**src/rtl/cfg_tx_if.sv**
```systemverilog
// Host-to-transmitter word stream: valid/ready handshake carrying one context
// word plus the per-frame segment count and final-frame flag.
interface cfg_tx_if #(
   parameter int W_MAX = 64,
   parameter int SW    = 5
);
   logic             in_valid;
   logic             in_ready;
   logic [W_MAX-1:0] in_data;
   logic [SW-1:0]    in_segs;
   logic             in_last;

   modport master (
      output in_valid,
      output in_data,
      output in_segs,
      output in_last,
      input  in_ready
   );

   modport slave (
      input  in_valid,
      input  in_data,
      input  in_segs,
      input  in_last,
      output in_ready
   );
endinterface

```
**src/rtl/cfg_tx.sv**
```systemverilog
// Configuration frame transmitter: buffers M context words, then emits a start
// token followed by all segments in slice-major, context-minor order onto the
// config chain. Frames repeat until one flagged as last has been sent.
module cfg_tx #(
   parameter int M     = 8,
   parameter int W_MAX = 64,
   parameter int CFG_W = 4,
   parameter int S_MAX = (W_MAX + CFG_W - 1) / CFG_W,
   parameter int SW    = $clog2(S_MAX + 1)
) (
   input  logic             clk,
   input  logic             rst_n,
   cfg_tx_if.slave          in_if,
   output logic [CFG_W-1:0] cfg_o,
   output logic             frm_done_o,
   output logic             cfg_done_o
);

   localparam int CW    = (M > 1) ? $clog2(M) : 1;
   localparam int EXT_W = S_MAX * CFG_W;

   typedef enum logic [1:0] {
      S_FILL  = 2'd0,
      S_TOKEN = 2'd1,
      S_SEND  = 2'd2,
      S_DONE  = 2'd3
   } state_t;

   // Pick one CFG_W slice of a word; slices past W_MAX read as zero.
   function automatic logic [CFG_W-1:0] get_seg(input logic [W_MAX-1:0] word,
                                                input logic [SW-1:0]    slc);
      logic [EXT_W-1:0] ext;
      ext = EXT_W'(word);
      ext = ext >> (32'(slc) * CFG_W);
      return ext[CFG_W-1:0];
   endfunction

   // Map the host's segment count onto 1..S_MAX (0 and out-of-range mean S_MAX).
   function automatic logic [SW-1:0] norm_segs(input logic [SW-1:0] segs);
      if ((segs == {SW{1'b0}}) || (segs > SW'(S_MAX))) begin
         return SW'(S_MAX);
      end else begin
         return segs;
      end
   endfunction

   state_t           state_q;
   logic [CW-1:0]    wc_q;
   logic [CW-1:0]    ctx_q;
   logic [SW-1:0]    slc_q;
   logic [SW-1:0]    segs_q;
   logic             last_q;
   logic [CFG_W-1:0] cfg_q;
   logic             frm_q;
   logic             done_q;
   logic             rdy_q;
   logic [W_MAX-1:0] buf_q [0:M-1];

   logic             acc_d;
   logic [CFG_W-1:0] seg_d;
   logic             fin_d;

   // Handshake decode and the segment addressed by the context/slice counters.
   always_comb begin
      acc_d = in_if.in_valid && rdy_q;
      seg_d = get_seg(buf_q[ctx_q], slc_q);
      if ((ctx_q == CW'(M - 1)) && (slc_q == (segs_q - SW'(1)))) begin
         fin_d = 1'b1;
      end else begin
         fin_d = 1'b0;
      end
   end

   // Frame buffer: written only on accepted words, never reset.
   always_ff @(posedge clk) begin
      if (acc_d) begin
         buf_q[wc_q] <= in_if.in_data;
      end
   end

   // Main FSM with registered chain output, ready and status flags.
   always_ff @(posedge clk or negedge rst_n) begin
      if (!rst_n) begin
         state_q <= S_FILL;
         wc_q    <= {CW{1'b0}};
         ctx_q   <= {CW{1'b0}};
         slc_q   <= {SW{1'b0}};
         segs_q  <= SW'(S_MAX);
         last_q  <= 1'b0;
         cfg_q   <= {CFG_W{1'b0}};
         frm_q   <= 1'b0;
         done_q  <= 1'b0;
         rdy_q   <= 1'b1;
      end else begin
         case (state_q)
            S_FILL: begin
               cfg_q <= {CFG_W{1'b0}};
               frm_q <= 1'b0;
               if (acc_d) begin
                  if (wc_q == {CW{1'b0}}) begin
                     segs_q <= norm_segs(in_if.in_segs);
                     last_q <= in_if.in_last;
                  end
                  if (wc_q == CW'(M - 1)) begin
                     // Frame complete: token goes out on the very next cycle.
                     wc_q    <= {CW{1'b0}};
                     ctx_q   <= {CW{1'b0}};
                     slc_q   <= {SW{1'b0}};
                     cfg_q   <= CFG_W'(1);
                     rdy_q   <= 1'b0;
                     state_q <= S_TOKEN;
                  end else begin
                     wc_q <= wc_q + CW'(1);
                  end
               end
            end
            S_TOKEN, S_SEND: begin
               if ((state_q == S_SEND) && frm_q) begin
                  // Last segment is on the chain now; close the frame.
                  cfg_q <= {CFG_W{1'b0}};
                  frm_q <= 1'b0;
                  ctx_q <= {CW{1'b0}};
                  slc_q <= {SW{1'b0}};
                  if (last_q) begin
                     done_q  <= 1'b1;
                     state_q <= S_DONE;
                  end else begin
                     rdy_q   <= 1'b1;
                     state_q <= S_FILL;
                  end
               end else begin
                  cfg_q   <= seg_d;
                  frm_q   <= fin_d;
                  state_q <= S_SEND;
                  if (ctx_q == CW'(M - 1)) begin
                     ctx_q <= {CW{1'b0}};
                     slc_q <= slc_q + SW'(1);
                  end else begin
                     ctx_q <= ctx_q + CW'(1);
                  end
               end
            end
            S_DONE: begin
               cfg_q  <= {CFG_W{1'b0}};
               frm_q  <= 1'b0;
               rdy_q  <= 1'b0;
               done_q <= 1'b1;
            end
            default: begin
               state_q <= S_FILL;
               cfg_q   <= {CFG_W{1'b0}};
               frm_q   <= 1'b0;
               rdy_q   <= 1'b1;
            end
         endcase
      end
   end

   assign in_if.in_ready = rdy_q;
   assign cfg_o          = cfg_q;
   assign frm_done_o     = frm_q;
   assign cfg_done_o     = done_q;

endmodule
```
**src/flat_wrapper.sv**
```systemverilog
// flat-port wrapper written by rule: the top's interface ports become plain ports
module cfg_tx_flat 
#(
   parameter int M     = 8,
   parameter int W_MAX = 64,
   parameter int CFG_W = 4,
   parameter int S_MAX = (W_MAX + CFG_W - 1) / CFG_W,
   parameter int SW    = $clog2(S_MAX + 1)
)
  (clk, rst_n, cfg_o, frm_done_o, cfg_done_o, in_if_in_valid, in_if_in_data, in_if_in_segs, in_if_in_last, in_if_in_ready);
  cfg_tx_if #(.W_MAX(W_MAX), .SW(SW)) in_if_i ();
  input  logic clk;
  input  logic rst_n;
  output logic [CFG_W-1:0] cfg_o;
  output logic frm_done_o;
  output logic cfg_done_o;
  input wire logic [$bits(in_if_i.in_valid)-1:0] in_if_in_valid;
  input wire logic [$bits(in_if_i.in_data)-1:0] in_if_in_data;
  input wire logic [$bits(in_if_i.in_segs)-1:0] in_if_in_segs;
  input wire logic [$bits(in_if_i.in_last)-1:0] in_if_in_last;
  output wire logic [$bits(in_if_i.in_ready)-1:0] in_if_in_ready;
  assign in_if_i.in_valid = in_if_in_valid;
  assign in_if_i.in_data = in_if_in_data;
  assign in_if_i.in_segs = in_if_in_segs;
  assign in_if_i.in_last = in_if_in_last;
  assign in_if_in_ready = in_if_i.in_ready;
  cfg_tx #(.M(M), .W_MAX(W_MAX), .CFG_W(CFG_W), .S_MAX(S_MAX), .SW(SW)) u_core (.clk(clk), .rst_n(rst_n), .in_if(in_if_i), .cfg_o(cfg_o), .frm_done_o(frm_done_o), .cfg_done_o(cfg_done_o));
endmodule
```
**config.mk**
```make
export PLATFORM = sky130hd
export DESIGN_NAME = cfg_tx_flat
export DESIGN_NICKNAME = d
export VERILOG_FILES = /design/src/rtl/cfg_tx_if.sv /design/src/rtl/cfg_tx.sv /design/src/flat_wrapper.sv
export SDC_FILE = /design/constraint.sdc
export NUM_CORES = 1
export LEC_CHECK = 0
export CORE_AREA = 4 4 231 233
export DETAILED_ROUTE_END_ITERATION = 8
export DIE_AREA = 0 0 235 237
export GPL_ROUTABILITY_DRIVEN = 0
export PLACE_DENSITY_LB_ADDON = 0.15
export SYNTH_ARGS = -nofsm -noshare
export SYNTH_HDL_FRONTEND = slang
export SYNTH_SLANG_ARGS = --single-unit
```
**constraint.sdc**
```tcl
create_clock -name clk -period 7.56 [get_ports clk]
set_input_delay 2.268 -clock clk [delete_from_list [all_inputs] [get_ports clk]]
set_output_delay 2.268 -clock clk [all_outputs]
set_load 0.03 [all_outputs]
```
Word level (Yosys, flattened, before mapping)

Memories as Yosys holds them, arrays and structs flattened.
Cells that the tools add are included.

RAM bits: 512
Memories kept: 1
Input bits: 73
Bits in registers: 26

Memories:

| memory       | depth | width | rd ports | clocked after memory_dff | write ports | RTL line     | RTL |
|---|---|---|---|---|---|---|---|
| u_core.buf_q | 8     | 64    | 1        | 0                        | 1           | cfg_tx.sv:57 | `logic [W_MAX-1:0] buf_q [0:M-1];` |

Muxes and demuxes: 34
Reductions and logical operators: 17
Magnitude comparators: 1
$add $sub $neg: 4
Equal/unequal tests: 12
Shift operators: 1

Operator list:

| kind                                                   | number |
|---|---|
| right shift 64 x 7 -> 4 bit                            | 1 |
| two-way mux 5 bit                                      | 5 |
| two-way mux 3 bit                                      | 5 |
| case mux 4 bit (3 select lines)                        | 1 |
| two-way mux 1 bit                                      | 11 |
| case mux 5 bit (2 select lines)                        | 1 |
| AND reduction 3 bit                                    | 3 |
| two-way mux 2 bit                                      | 4 |
| two-way mux 4 bit                                      | 2 |
| inequality test 2 x 1 -> 1 bit (second input constant) | 4 |
| AND reduction 4 bit                                    | 2 |
| adder 3 x 1 -> 3 bit (second input constant)           | 2 |
| == test 3 bit (second input constant)                  | 2 |
| case mux 3 bit (2 select lines)                        | 1 |
| adder 5 x 1 -> 5 bit (second input constant)           | 1 |
| == test 5 bit                                          | 1 |
| greater-than comparator 5 bit (second input constant)  | 1 |
| logical NOT 5 bit                                      | 1 |
| subtractor 5 x 1 -> 5 bit (second input constant)      | 1 |
| == test 2 bit (second input constant)                  | 2 |
| case mux 1 bit (2 select lines)                        | 2 |
| case mux 2 bit (2 select lines)                        | 1 |
| nonzero test 2 bit                                     | 2 |
| OR reduction 2 bit                                     | 2 |
| 9 further kinds                                        | 11 |

Longest topological paths before layout

Gate-level depths: netlist (run 1).

Depth in word-level cells: 6
Gate-level depth with buffers: 11
Depth with buffers taken out: 8

Worst setup path after synthesis (run 1)

No wires, ideal clock.

Path type: input -> register
Start point: in in_if_in_valid
End point: mem u_core.buf_q[0][0], enable pin
Setup time: 0.565 ns
Required time: 6.995 ns
Path buffers: 0
Arrival time: 6.761 ns
Stages: 2
Slack: 0.235 ns
Cell sequence: nand3b_1 nor3_1

Longest elaborated chain between the ends: 3

RTL lines:

| element                                 | RTL line           | RTL |
|---|---|---|
| start, declared                         | flat_wrapper.sv:17 | `input wire logic [$bits(in_if_i.in_valid)-1:0] in_if_in_valid;` |
| logical AND 1 bit                       | cfg_tx.sv:65       | `acc_d = in_if.in_valid && rdy_q;` |
| two-way mux 1 bit                       | cfg_tx.sv:76       | `if (acc_d) begin` |
| two-way mux 1 bit (not written as such) | cfg_tx.sv:77       | `buf_q[wc_q] <= in_if.in_data;` |
| end, declared                           | cfg_tx.sv:57       |  |

No other way between the ends.

Worst setup path in the final report (run 1)

Start point: in in_if_in_valid
End point: mem u_core.buf_q[3][2], enable pin

Same word-level chain as after synthesis.

==> results by group, run 1 <==
Run status
  • Outcome: finished, final reports clean

Power
  • Net Sw Power: 1.157 mW
  • Worst VDD drop: 0.1556 mV
  • Cell Pwr Density: 241.9 nW/um2
  • Comb pwr share: 1.4%
  • Pwr Total: roughly 5.9 mW
  • Int Pwr: 4.765 mW
  • Seq pwr share: 55.1%
  • LEAKAGE: approximately 8 nW
  • Clock power share: 43.5%
  • Sw Ratio: approximately a fifth

Timing
  • Final TNS setup: 0 ns
  • Period minus WS final: between 4 and 5 ns
  • Endpoints failing setup: 0
  • Actual slew at the worst max-slew pin: 1.105 ns
  • Fmax: roughly 0.23 GHz
  • Tcrit/Tclk final: ~58%
  • RSZ-0062 raised after global routing: false
  • Setup Skew: 0.01787 ns
  • Final Hold Fails: 0
  • Worst setup margin: roughly 3.2 ns
  • Slew Limit Headroom: 26.33%
  • Pins Over Slew Limit: 0

GRT
  • GR met1 Demand/Resource: 22.86%
  • Initial antenna violation count: 0
  • Busiest grt layer: met2
  • Met3 GRT Util: 3.692%
  • Gr usage total: 16.66%
  • First-pass GRT wire length: about 70000 um
  • Vias in the first global route: between 10k and 15k
  • GRT overflow: 0
  • Met2 GRT Util: between 20% and 30%
  • Largest net degree at the start of global routing: 65

Worst setup path
  • Worst Path Max Fanout: 46
  • Crit path cell chain: clkdlybuf4s50_1, nand3b_1, nor2_4, buf_4
  • Crit-path max cell delay: a little over 0.7 ns
  • CP Capture Type: flip-flop
  • Worst path arrival time: 4.58 ns
  • Slowest CP cell: buf_4
  • WP data required: 7.79 ns
  • Worst setup SP type: input port
  • Critical setup path kind: input port to flip-flop

Finish
  • Share of layout cells above drive strength 1: 19.41%
  • N_diodes: 0
  • Most common cell after layout, fill and taps aside: edfxtp_1
  • Commonest non-fill, non-tap cells in the layout: edfxtp_1 (512), mux4_2 (99), clkdlybuf4s50_1 (79), clkbuf_16 (58), mux2i_1 (49)
  • Final Net Count: ~1.2k
  • Area grow syn2layout: 15.10%

Floorplan
  • Die width: 235 um
  • Num rows: 83
  • IO Count: 80
  • DIE AREA: approximately 56000 um2
  • Initial Util: 41.54%
  • Die Span Y: 237 um
  • Core Region: 51200 um2

Logic synthesis
  • Post-synthesis mux area share: 14.78%
  • Total number of yosys warnings: 0
  • Xor and xnor area share after synthesis: 0.3295%
  • Syn Inst Count: ~1.0k
  • Ys async rst share: 4.833%
  • Post-Syn Area: about 21000 um2
  • Register bit total from synthesis: 538
  • Area contributors post-synth: edfxtp_1 (72%), mux4_2 (10%), dfrtp_1 (2.8%)
  • Synth Area in Compound Gates: 3.306%
  • Largest family of logic cells by synthesized area: multiplexers
  • Top cell type's share of synthesized area: 72.30%
  • Adder-Cell Fraction of Synth Area: 0.7060%
  • Yosys top cell by area: edfxtp_1
  • Predominant post-synthesis flop cell: edfxtp_1
  • Library cells used by synthesis: 58
  • Post-synth EDFFs: 512
  • Sequential-to-total area share from yosys stat: 75.37%
  • Synth Area in Simple Gates: roughly 3.6%
  • Synth Net Count: 1127
  • Avg Inst Size Synth: 20.41 um2

Clock tree
  • CTS tree: yes
  • Clock sinks: 538
  • Clk buf depth: 3
  • Clk slew on worst S/H paths: around 0.060 ns
  • Clk_lat worst skew: 0.61 ns
  • Post-CTS sizing: 0
  • Post-CTS setup buffers: 0
  • CTS Hold Bufs: 0
  • CTS buffer count: 56
  • Root buf cell: clkbuf_16
  • Htree depth: 2

Routing
  • Vias per Instance: 5.474
  • Drt initial violations: 701
  • Drt wl/cell: 24.67 um
  • Final ANT Viol Nets: 0
  • Post-route DRC: 0
  • 1st-pass router iterations: 4
  • DR vias: 10.26k
  • Routed wire length: 46260 um

Placement
  • Final HPWL DP: about 26000 um
  • Number of port buffers: 79
  • Pre-CTS setup slack: 2.558 ns

Run
  • Max Cap Viol: 0

Worst hold path
  • Type of the most critical hold path: flip-flop to flip-flop
## synth_stat cells, types with 3 or more instances
| cell | n |
|---|---|
| edfxtp_1 | 512 |
| xnor2_1 | 5 |
| buf_2 | 18 |
| dfrtp_1 | 24 |
| xor2_1 | 3 |
| nand3b_1 | 7 |
| buf_4 | 8 |
| a22oi_1 | 21 |
| mux2_2 | 12 |
| buf_12 | 3 |
| nor3_1 | 15 |
| nand2_1 | 41 |
| nor3b_1 | 3 |
| clkbuf_1 | 7 |
| o211ai_1 | 4 |
| mux2i_1 | 49 |
| buf_1 | 6 |
| a31oi_1 | 8 |
| a21oi_1 | 20 |
| nand4_1 | 6 |
| mux4_1 | 11 |
| ha_1 | 12 |
| inv_1 | 12 |
| a22o_1 | 8 |
| buf_6 | 7 |
| o21ai_0 | 19 |
| nor2b_1 | 7 |
| a21o_1 | 3 |
| nand2b_1 | 5 |
| mux4_2 | 99 |
| nand3_1 | 24 |
| nor2_1 | 21 |
## metal layers
layer  up-vias  routed length [um]
met5         -                   0
met4         0                1030
met3        67                2365
met2       237               22370
met1      5407               20500
li1       4553                   -
## cell families (layout without fill, tap and decap cells)
family          count (synthesis)  count (layout)
buf+inv                        63             216
xor+xnor                        8               8
flops                         538             538
compound gates                103             103
fa+ha+maj                      12              12
mux                           171             171
simple gates                  147             147
## worst max-delay path, delay by kind of cell
kind	cells	cell delay [ns]
and+or+nand+nor	2	0.98
buffers and inverters	2	1.27
## state kept, by name (all words and copies together), names as in the netlist
signal                 flops
u_core.cfg_done_o          1
u_core.last_q              1
u_core.in_if.in_ready      1
u_core.cfg_o               4
u_core.ctx_q               3
u_core.frm_done_o          1
u_core.state_q             2
u_core.slc_q               5
u_core.wc_q                3
u_core.buf_q             512
u_core.segs_q              5
## stage by stage
step	instances	utilization (%)	hold slack (ns)	area [um2]
CTS	1875	47.81	0.4856	24480
floorplan	1042	-	0.4509	21270
detailed placement	1771	44.46	0.4762	22760
global route	1875	47.81	0.5001	24480
global placement	1771	44.46	0.4731	22760
finish	1875	47.81	0.4777	24480
## layout make-up
class | instances | area, um2
tap | 680 | 850.8
fill | 4247 | 26720
multi-input combinational | 441 | 4881
clock inverter | 31 | 207.7
inverter | 12 | 45.04
sequential | 538 | 16040
clock buffer | 73 | 1508
timing repair buffer | 100 | 948.4
## final timing paths
check / cells past startpoint / endpoint / slack, ns / startpoint
worst max-delay path: 4 / u_core.buf_q[3][2]$_DFFE_PP_ / 3.21 / in_if_in_valid
worst min-delay path: 2 / u_core.segs_q[4]$_DFFE_PN1P_ / 0.48 / u_core.segs_q[4]$_DFFE_PN1P_
worst max register to register: 7 / u_core.cfg_o[1]$_DFF_PN0_ / 3.86 / u_core.ctx_q[1]$_DFFE_PN0P_
worst min register to register: 2 / u_core.segs_q[4]$_DFFE_PN1P_ / 0.48 / u_core.segs_q[4]$_DFFE_PN1P_
max in group asynchronous: 2 / u_core.segs_q[4]$_DFFE_PN1P_ / 5.20 / rst_n
min in group asynchronous: 2 / u_core.state_q[0]$_DFFE_PN0P_ / 2.05 / rst_n
## power groups by stage
stage                     logic [mW]  registers (mW)  clock network (mW)
after global placement        0.0826            3.32                   0
after floorplan              0.00103            3.32                   0
after CTS                     0.0849            3.26                2.65
final                         0.0832            3.26                2.58
after global routing          0.0905            3.26                2.77
after detailed placement      0.0847            3.32                   0
No activity file was read; power rests on OpenSTA's default activity.
==> inputs of run 2 (changes only) <==
Clock period 7.56 ns to 4.3 ns, I/O delays scaled along.
==> run 2 against run 1 <==
  * Worst setup slack got worse by 2.1 ns
  * Design area rose by 1.1%
  * Non-clock buffer count rose by 17
  * Core utilization rose by 0.51 points
  * Critical path type is now flip-flop to primary output
  * Die area did not move
  * Critical path depth fell by 3
  * Global-route usage fell by 0.062 points
==> results by group, run 2 (same netlist as run 1, synthesis figures left out) <==
Run status
  • Outcome: finished, final reports clean

Finish
  • Largest registers: u_core.buf_q x512, u_core.segs_q x5, u_core.slc_q x5
  • Final Net Count: 1251 (+1.4%)
  • Commonest non-fill, non-tap cells in the layout: edfxtp_1 (512), mux4_2 (99), clkdlybuf4s50_1 (79), clkbuf_16 (57), mux2i_1 (49)
  • Area taken by multi-input logic gates: 4893 um2 (+0.26%)
  • Area grow syn2layout: 16.34%
  • Max reg flops: 512 (unchanged)
  • End-of-flow core utilization: 48.32% (+0.51 points)
  • Fillers: 4236 (-0.26%)
  • Fin cells: 1890 (+0.80%)
  • Register Area: 16040 um2 (unchanged)
  • Largest reg by FF count: u_core.buf_q
  • Share of layout cells above drive strength 1: 19.92% (+0.50 points)
  • Most common cell after layout, fill and taps aside: edfxtp_1
  • N_diodes: 0 (unchanged)

Worst setup path
  • R2R setup slack: 1.24 ns (-2.62 ns)
  • Slowest CP cell: clkdlybuf4s50_1
  • Worst Path Max Fanout: 7 (-85%)
  • R2R Path End: u_core.cfg_o[1]$_DFF_PN0_
  • CP Capture Point: in_if_in_ready
  • Worst path arrival time: 1.89 ns (-2.69 ns)
  • WP data required: 3.01 ns (-4.78 ns)
  • Stages on worst setup path: 1 (-3)
  • RR Startpoint: u_core.ctx_q[0]$_DFFE_PN0P_
  • Crit-path max cell delay: 0.69 ns (-0.02 ns)
  • Worst R2R Path Depth: 7 (unchanged)
  • Worst path bufs/invs: 1 (-1)
  • Critical setup path kind: flip-flop to primary output
  • CP Launch Point: u_core.in_if.in_ready$_DFFE_PN1P_
  • CP Capture Type: primary output
  • Worst setup SP type: flip-flop
  • Top Family by Delay on Critical Path: buffers and inverters
  • Crit path cell chain: clkdlybuf4s50_1

Placement
  • Number of port buffers: 79 (unchanged)
  • Final HPWL DP: 27160 um (+2.8%)
  • Placed cell count: 1788 (+0.96%)
  • Pre-CTS setup slack: 0.9386 ns (-1.619 ns)

Timing
  • Setup Skew: 0.01216 ns (-0.005706 ns)
  • Worst setup margin: 1.121 ns (-2.085 ns)
  • Tcrit/Tclk final: about three quarters
  • Period minus WS final: 3.179 ns
  • Final TNS setup: 0 ns (unchanged)
  • Pins Over Slew Limit: 0 (unchanged)
  • Final Hold Fails: 0 (unchanged)
  • Slew Limit Headroom: 31.79% (+5.5 points)
  • RSZ-0062 raised after global routing: false
  • Actual slew at the worst max-slew pin: 1.020 ns (-0.08505 ns)
  • Min Hold Slack: 0.4910 ns (+0.01330 ns)
  • Fmax: 0.3145 GHz
  • Endpoints failing setup: 0 (unchanged)

Floorplan
  • IO Count: 80 (unchanged)
  • Num rows: 83 (unchanged)
  • Die Span Y: 237 um (unchanged)
  • Die width: 235 um (unchanged)
  • DIE AREA: 55700 um2 (unchanged)
  • Core Region: 51200 um2 (unchanged)
  • Initial Util: 41.54% (unchanged)

Clock tree
  • Clock sinks: 538 (unchanged)
  • Post-CTS sizing: 0 (unchanged)
  • Clk_lat worst skew: 0.60 ns (about the same)
  • Htree depth: 2 (unchanged)
  • Root buf cell: clkbuf_16
  • CTS buffer count: 56 (unchanged)
  • Clk buf depth: 3 (unchanged)
  • Clk slew on worst S/H paths: 0.06 ns (about the same)
  • CTS tree: yes
  • CTS Hold Bufs: 0 (unchanged)
  • Post-CTS setup buffers: 0 (unchanged)

Routing
  • DR vias: 10.29k (+0.20%)
  • Drt wl/cell: 24.44 um (-0.95%)
  • Vias per Instance: 5.442 (-0.59%)
  • Routed wire length: 46190 um (-0.16%)
  • Final ANT Viol Nets: 0 (unchanged)
  • Drt initial violations: 775 (+11%)
  • 1st-pass router iterations: 7 (+3)
  • Post-route DRC: 0 (unchanged)

GRT
  • GRT overflow: 0 (unchanged)
  • Vias in the first global route: 11.05k (+0.62%)
  • Gr usage total: 16.60% (-0.062 points)
  • First-pass GRT wire length: 70460 um (+0.34%)
  • Initial antenna violation count: 0 (unchanged)
  • Largest net degree at the start of global routing: 57 (-12%)

Power
  • Worst VDD drop: 0.3271 mV (+110%)
  • Cell Pwr Density: 421.9 nW/um2 (+74%)
  • LEAKAGE: 8.263 nW (+1.1%)

Worst hold path
  • Type of the most critical hold path: flip-flop to flip-flop

Run
  • Max Cap Viol: 0 (unchanged)
==> run 2: through the flow <==
stage / total power, mW / instance area (um2)
floorplan: 5.847 / 21280
global placement: 5.984 / 23020
detailed placement: 5.989 / 23020
CTS: 10.56 / 24740
global route: 10.79 / 24740
finish: 10.44 / 24740
==> run 2: power breakdown <==
| part | total, mW | internal [mW] | switching (mW) |
|---|---|---|---|
| logic | 0.143 | 0.0599 | 0.0831 |
| clock network | 4.56 | 2.64 | 1.92 |
| registers | 5.73 | 5.73 | 0 |
==> run 2: tightest hold or removal path: stages (launching register included) <==
cell and delay [ns]:
dfstp_2 0.38, inv_1 0.04, mux2i_1 0.06
==> run 2: layout make-up <==
class	instances	share of cell area [%]
sequential	538	64.82
multi-input combinational	441	19.78
clock buffer	76	6.134
timing repair buffer	117	4.804
tap	680	3.439
clock inverter	26	0.8395
inverter	12	0.1821
==> run 2: per-layer routing <==
metal  vias up  wire, um  GRT usage (%)
met3        67      2268          3.413
met4         0       768          3.401
li1       4578         -              -
met1      5405     20670          23.36
met5         -         0              0
met2       235     22480          27.22
==> run 2: worst min-delay path by stage <==
stage / from / end / cells past startpoint
finish: u_core.segs_q[4]$_DFFE_PN1P_ / u_core.segs_q[4]$_DFFE_PN1P_ / 2
global route: u_core.segs_q[4]$_DFFE_PN1P_ / u_core.segs_q[4]$_DFFE_PN1P_ / 2
CTS: u_core.segs_q[4]$_DFFE_PN1P_ / u_core.segs_q[4]$_DFFE_PN1P_ / 2
detailed placement: u_core.segs_q[4]$_DFFE_PN1P_ / u_core.segs_q[4]$_DFFE_PN1P_ / 2
global placement: u_core.segs_q[4]$_DFFE_PN1P_ / u_core.segs_q[4]$_DFFE_PN1P_ / 2
floorplan: u_core.segs_q[4]$_DFFE_PN1P_ / u_core.segs_q[4]$_DFFE_PN1P_ / 2
==> inputs of run 3 (changes only) <==
Clock period 4.3 ns to 2.6 ns, I/O delays scaled along.
==> run 3 against run 2 <==
  * Die area unchanged
  * Register-to-register slack got worse by 1.1 ns
  * Sequential power increased by 65%
  * Combinational power increased by 66%
  * Design area increased by 2.4%
  * Clock skew increased by 0.013 ns
  * Via count increased by 2.4%
  * Global-route usage increased by 0.48 points
  * Clock-buffer cell count decreased by 5
  * Critical path depth unchanged
  * Cell count increased by 2.6%
==> results by group, run 3 (same netlist as run 1, synthesis figures left out) <==
Run status
  • Outcome: finished, final reports clean

Floorplan
  • IO Count: 80 (unchanged)
  • DIE AREA: 55700 um2 (unchanged)
  • Initial Util: 41.54% (unchanged)
  • Die width: 235 um (unchanged)
  • Num rows: 83 (unchanged)
  • Core Region: 51200 um2 (unchanged)
  • Die Span Y: 237 um (unchanged)

Placement
  • Placed cell count: 1828 (+2.2%)
  • Final HPWL DP: 29740 um (+9.5%)
  • Number of port buffers: 79 (unchanged)

Clock tree
  • Clk_lat worst skew: 0.60 ns (about the same)
  • Clk buf depth: 3 (unchanged)
  • CTS buffer count: 56 (unchanged)
  • Clock sinks: 538 (unchanged)
  • Root buf cell: clkbuf_16
  • CTS tree: yes
  • Clk slew on worst S/H paths: 0.06 ns (about the same)
  • Htree depth: 2 (unchanged)

Routing
  • Drt initial violations: 872 (+13%)
  • Vias per Instance: 5.432 (-0.18%)
  • Routed wire length: 47980 um (+3.9%)
  • Drt wl/cell: 24.74 um (+1.3%)
  • DR vias: 10.53k (+2.4%)
  • 1st-pass router iterations: 5 (-2)
  • Final ANT Viol Nets: 0 (unchanged)
  • Post-route DRC: 0 (unchanged)

Worst setup path
  • WP data required: 1.82 ns (-1.19 ns)
  • CP Capture Type: primary output
  • Worst Path Max Fanout: 5 (-2)
  • Critical setup path kind: flip-flop to primary output
  • Crit path cell chain: clkdlybuf4s50_1
  • Worst path bufs/invs: 1 (unchanged)
  • Crit-path max cell delay: 0.72 ns (+0.03 ns)
  • Worst setup SP type: flip-flop
  • Top Family by Delay on Critical Path: buffers and inverters
  • Worst path arrival time: 1.73 ns (-0.16 ns)
  • Slowest CP cell: clkdlybuf4s50_1

Power
  • LEAKAGE: 8.598 nW (+4.1%)
  • Worst VDD drop: 0.4585 mV (+40%)
  • Sw Ratio: 19.52% (+0.32 points)
  • Comb pwr share: 1.4% (about the same)
  • Clock power share: 43.5% (-0.2 points)
  • Int Pwr: 13.83 mW (+64%)
  • Cell Pwr Density: 678.7 nW/um2 (+61%)
  • Pwr Total: 17.19 mW (+65%)
  • Seq pwr share: 55.2% (+0.3 points)
  • Net Sw Power: 3.356 mW (+67%)

Finish
  • N_diodes: 0 (unchanged)
  • Fin cells: 1939 (+2.6%)
  • Final Net Count: 1299 (+3.8%)
  • Max reg flops: 512 (unchanged)
  • Fillers: 4176 (-1.4%)
  • Largest registers: u_core.buf_q x512, u_core.segs_q x5, u_core.slc_q x5
  • Most common cell after layout, fill and taps aside: edfxtp_1
  • Largest reg by FF count: u_core.buf_q
  • Commonest non-fill, non-tap cells in the layout: edfxtp_1 (512), mux4_2 (99), clkdlybuf4s50_1 (77), buf_4 (58), clkbuf_16 (56)
  • Share of layout cells above drive strength 1: 23.83% (+3.9 points)
  • Area grow syn2layout: 19.10%

Timing
  • Slew Limit Headroom: 69.11% (+37 points)
  • Final Hold Fails: 0 (unchanged)
  • RSZ-0062 raised after global routing: false
  • Fmax: 0.3977 GHz
  • Endpoints failing setup: 0 (unchanged)
  • Tcrit/Tclk final: 96.71%
  • Setup Skew: 0.02502 ns (+0.01286 ns)
  • Final TNS setup: 0 ns (unchanged)
  • Pins Over Slew Limit: 0 (unchanged)
  • Period minus WS final: about 2.5 ns
  • Actual slew at the worst max-slew pin: 0.4616 ns (-0.5584 ns)

GRT
  • Initial antenna violation count: 0 (unchanged)
  • GRT overflow: 0 (unchanged)
  • First-pass GRT wire length: 71790 um (+1.9%)
  • Gr usage total: 17.08% (+0.48 points)
  • Vias in the first global route: 10.91k (-1.3%)
  • Largest net degree at the start of global routing: 47 (-18%)

Run
  • Max Cap Viol: 0 (unchanged)

Worst hold path
  • Type of the most critical hold path: flip-flop to flip-flop
## run 3: cell count changes in the layout (fill, tap and decap cells not counted), moves of 2 or more
cell	delta
buf_4	+29
buf_12	+17
clkinv_2	+8
clkinv_1	-3
a221oi_1	-2
clkbuf_1	-2
clkbuf_8	-2
clkdlybuf4s50_1	-2
## run 3: through the flow
step / instance area (um2) / setup WS (ns) / hold WS [ns] / utilization (%)
final: 25330 / 0.08555 / 0.4875 / 49.47
after global routing: 25330 / 0.007059 / 0.5112 / 49.47
after detailed placement: 23520 / -0.1105 / 0.4787 / 45.93
after CTS: 25220 / 0.01150 / 0.4949 / 49.26
after global placement: 23520 / -0.1188 / 0.4783 / 45.93
after floorplan: 21300 / -0.5367 / 0.4509 / -
## run 3: path summary, 6_finish.rpt
kind | start | to | slack [ns] | cells past startpoint
max in group asynchronous | rst_n | u_core.in_if.in_ready$_DFFE_PN1P_ | 1.71 | 2
hold reg to reg | u_core.cfg_done_o$_DFFE_PN0P_ | u_core.cfg_done_o$_DFFE_PN0P_ | 0.49 | 2
min in group asynchronous | rst_n | u_core.cfg_o[1]$_DFF_PN0_ | 0.57 | 2
hold / removal | u_core.cfg_done_o$_DFFE_PN0P_ | u_core.cfg_done_o$_DFFE_PN0P_ | 0.49 | 2
setup / recovery | u_core.frm_done_o$_DFF_PN0_ | frm_done_o | 0.09 | 1
setup reg to reg | u_core.ctx_q[0]$_DFFE_PN0P_ | u_core.cfg_o[2]$_DFF_PN0_ | 0.15 | 8
## run 3: what timing repair did
action,in CTS,in global routing
gates resized for setup,2,6
setup buffers,0,8
setup endpoints to repair,2,6
hold buffers,0,0
## run 3: cell type report
type / count / area (um2) / share of cell area (%)
sequential: 538 / 16040 / 63.32
multi-input combinational: 441 / 4928 / 19.46
timing repair buffer: 165 / 1767 / 6.975
clock buffer: 71 / 1458 / 5.755
tap: 680 / 850.8 / 3.359
clock inverter: 32 / 242.7 / 0.9583
inverter: 12 / 45.04 / 0.1778
## run 3: routing by layer
layer | track usage, % | vias to the layer above | share of wire, %
met4 | 4.028 | 0 | 2.0
met3 | 3.063 | 76 | 4.2
met5 | 0 | - | 0
met2 | 27.63 | 243 | 48
met1 | 24.45 | 5535 | 45
li1 | - | 4679 | -
## run 3: worst min-delay path, delay by kind of cell, from the launching register on
family / cells / cell delay [ns]
flops: 1 / 0.34
compound gates: 2 / 0.11
## run 3: power by group through the flow
stage / clock [mW] / sequential, mW / combinational (mW)
after global routing: 8.05 / 9.48 / 0.259
after CTS: 7.66 / 9.48 / 0.242
after global placement: 0 / 9.66 / 0.235
final: 7.47 / 9.48 / 0.237
after floorplan: 0 / 9.67 / 0.00298
after detailed placement: 0 / 9.66 / 0.242
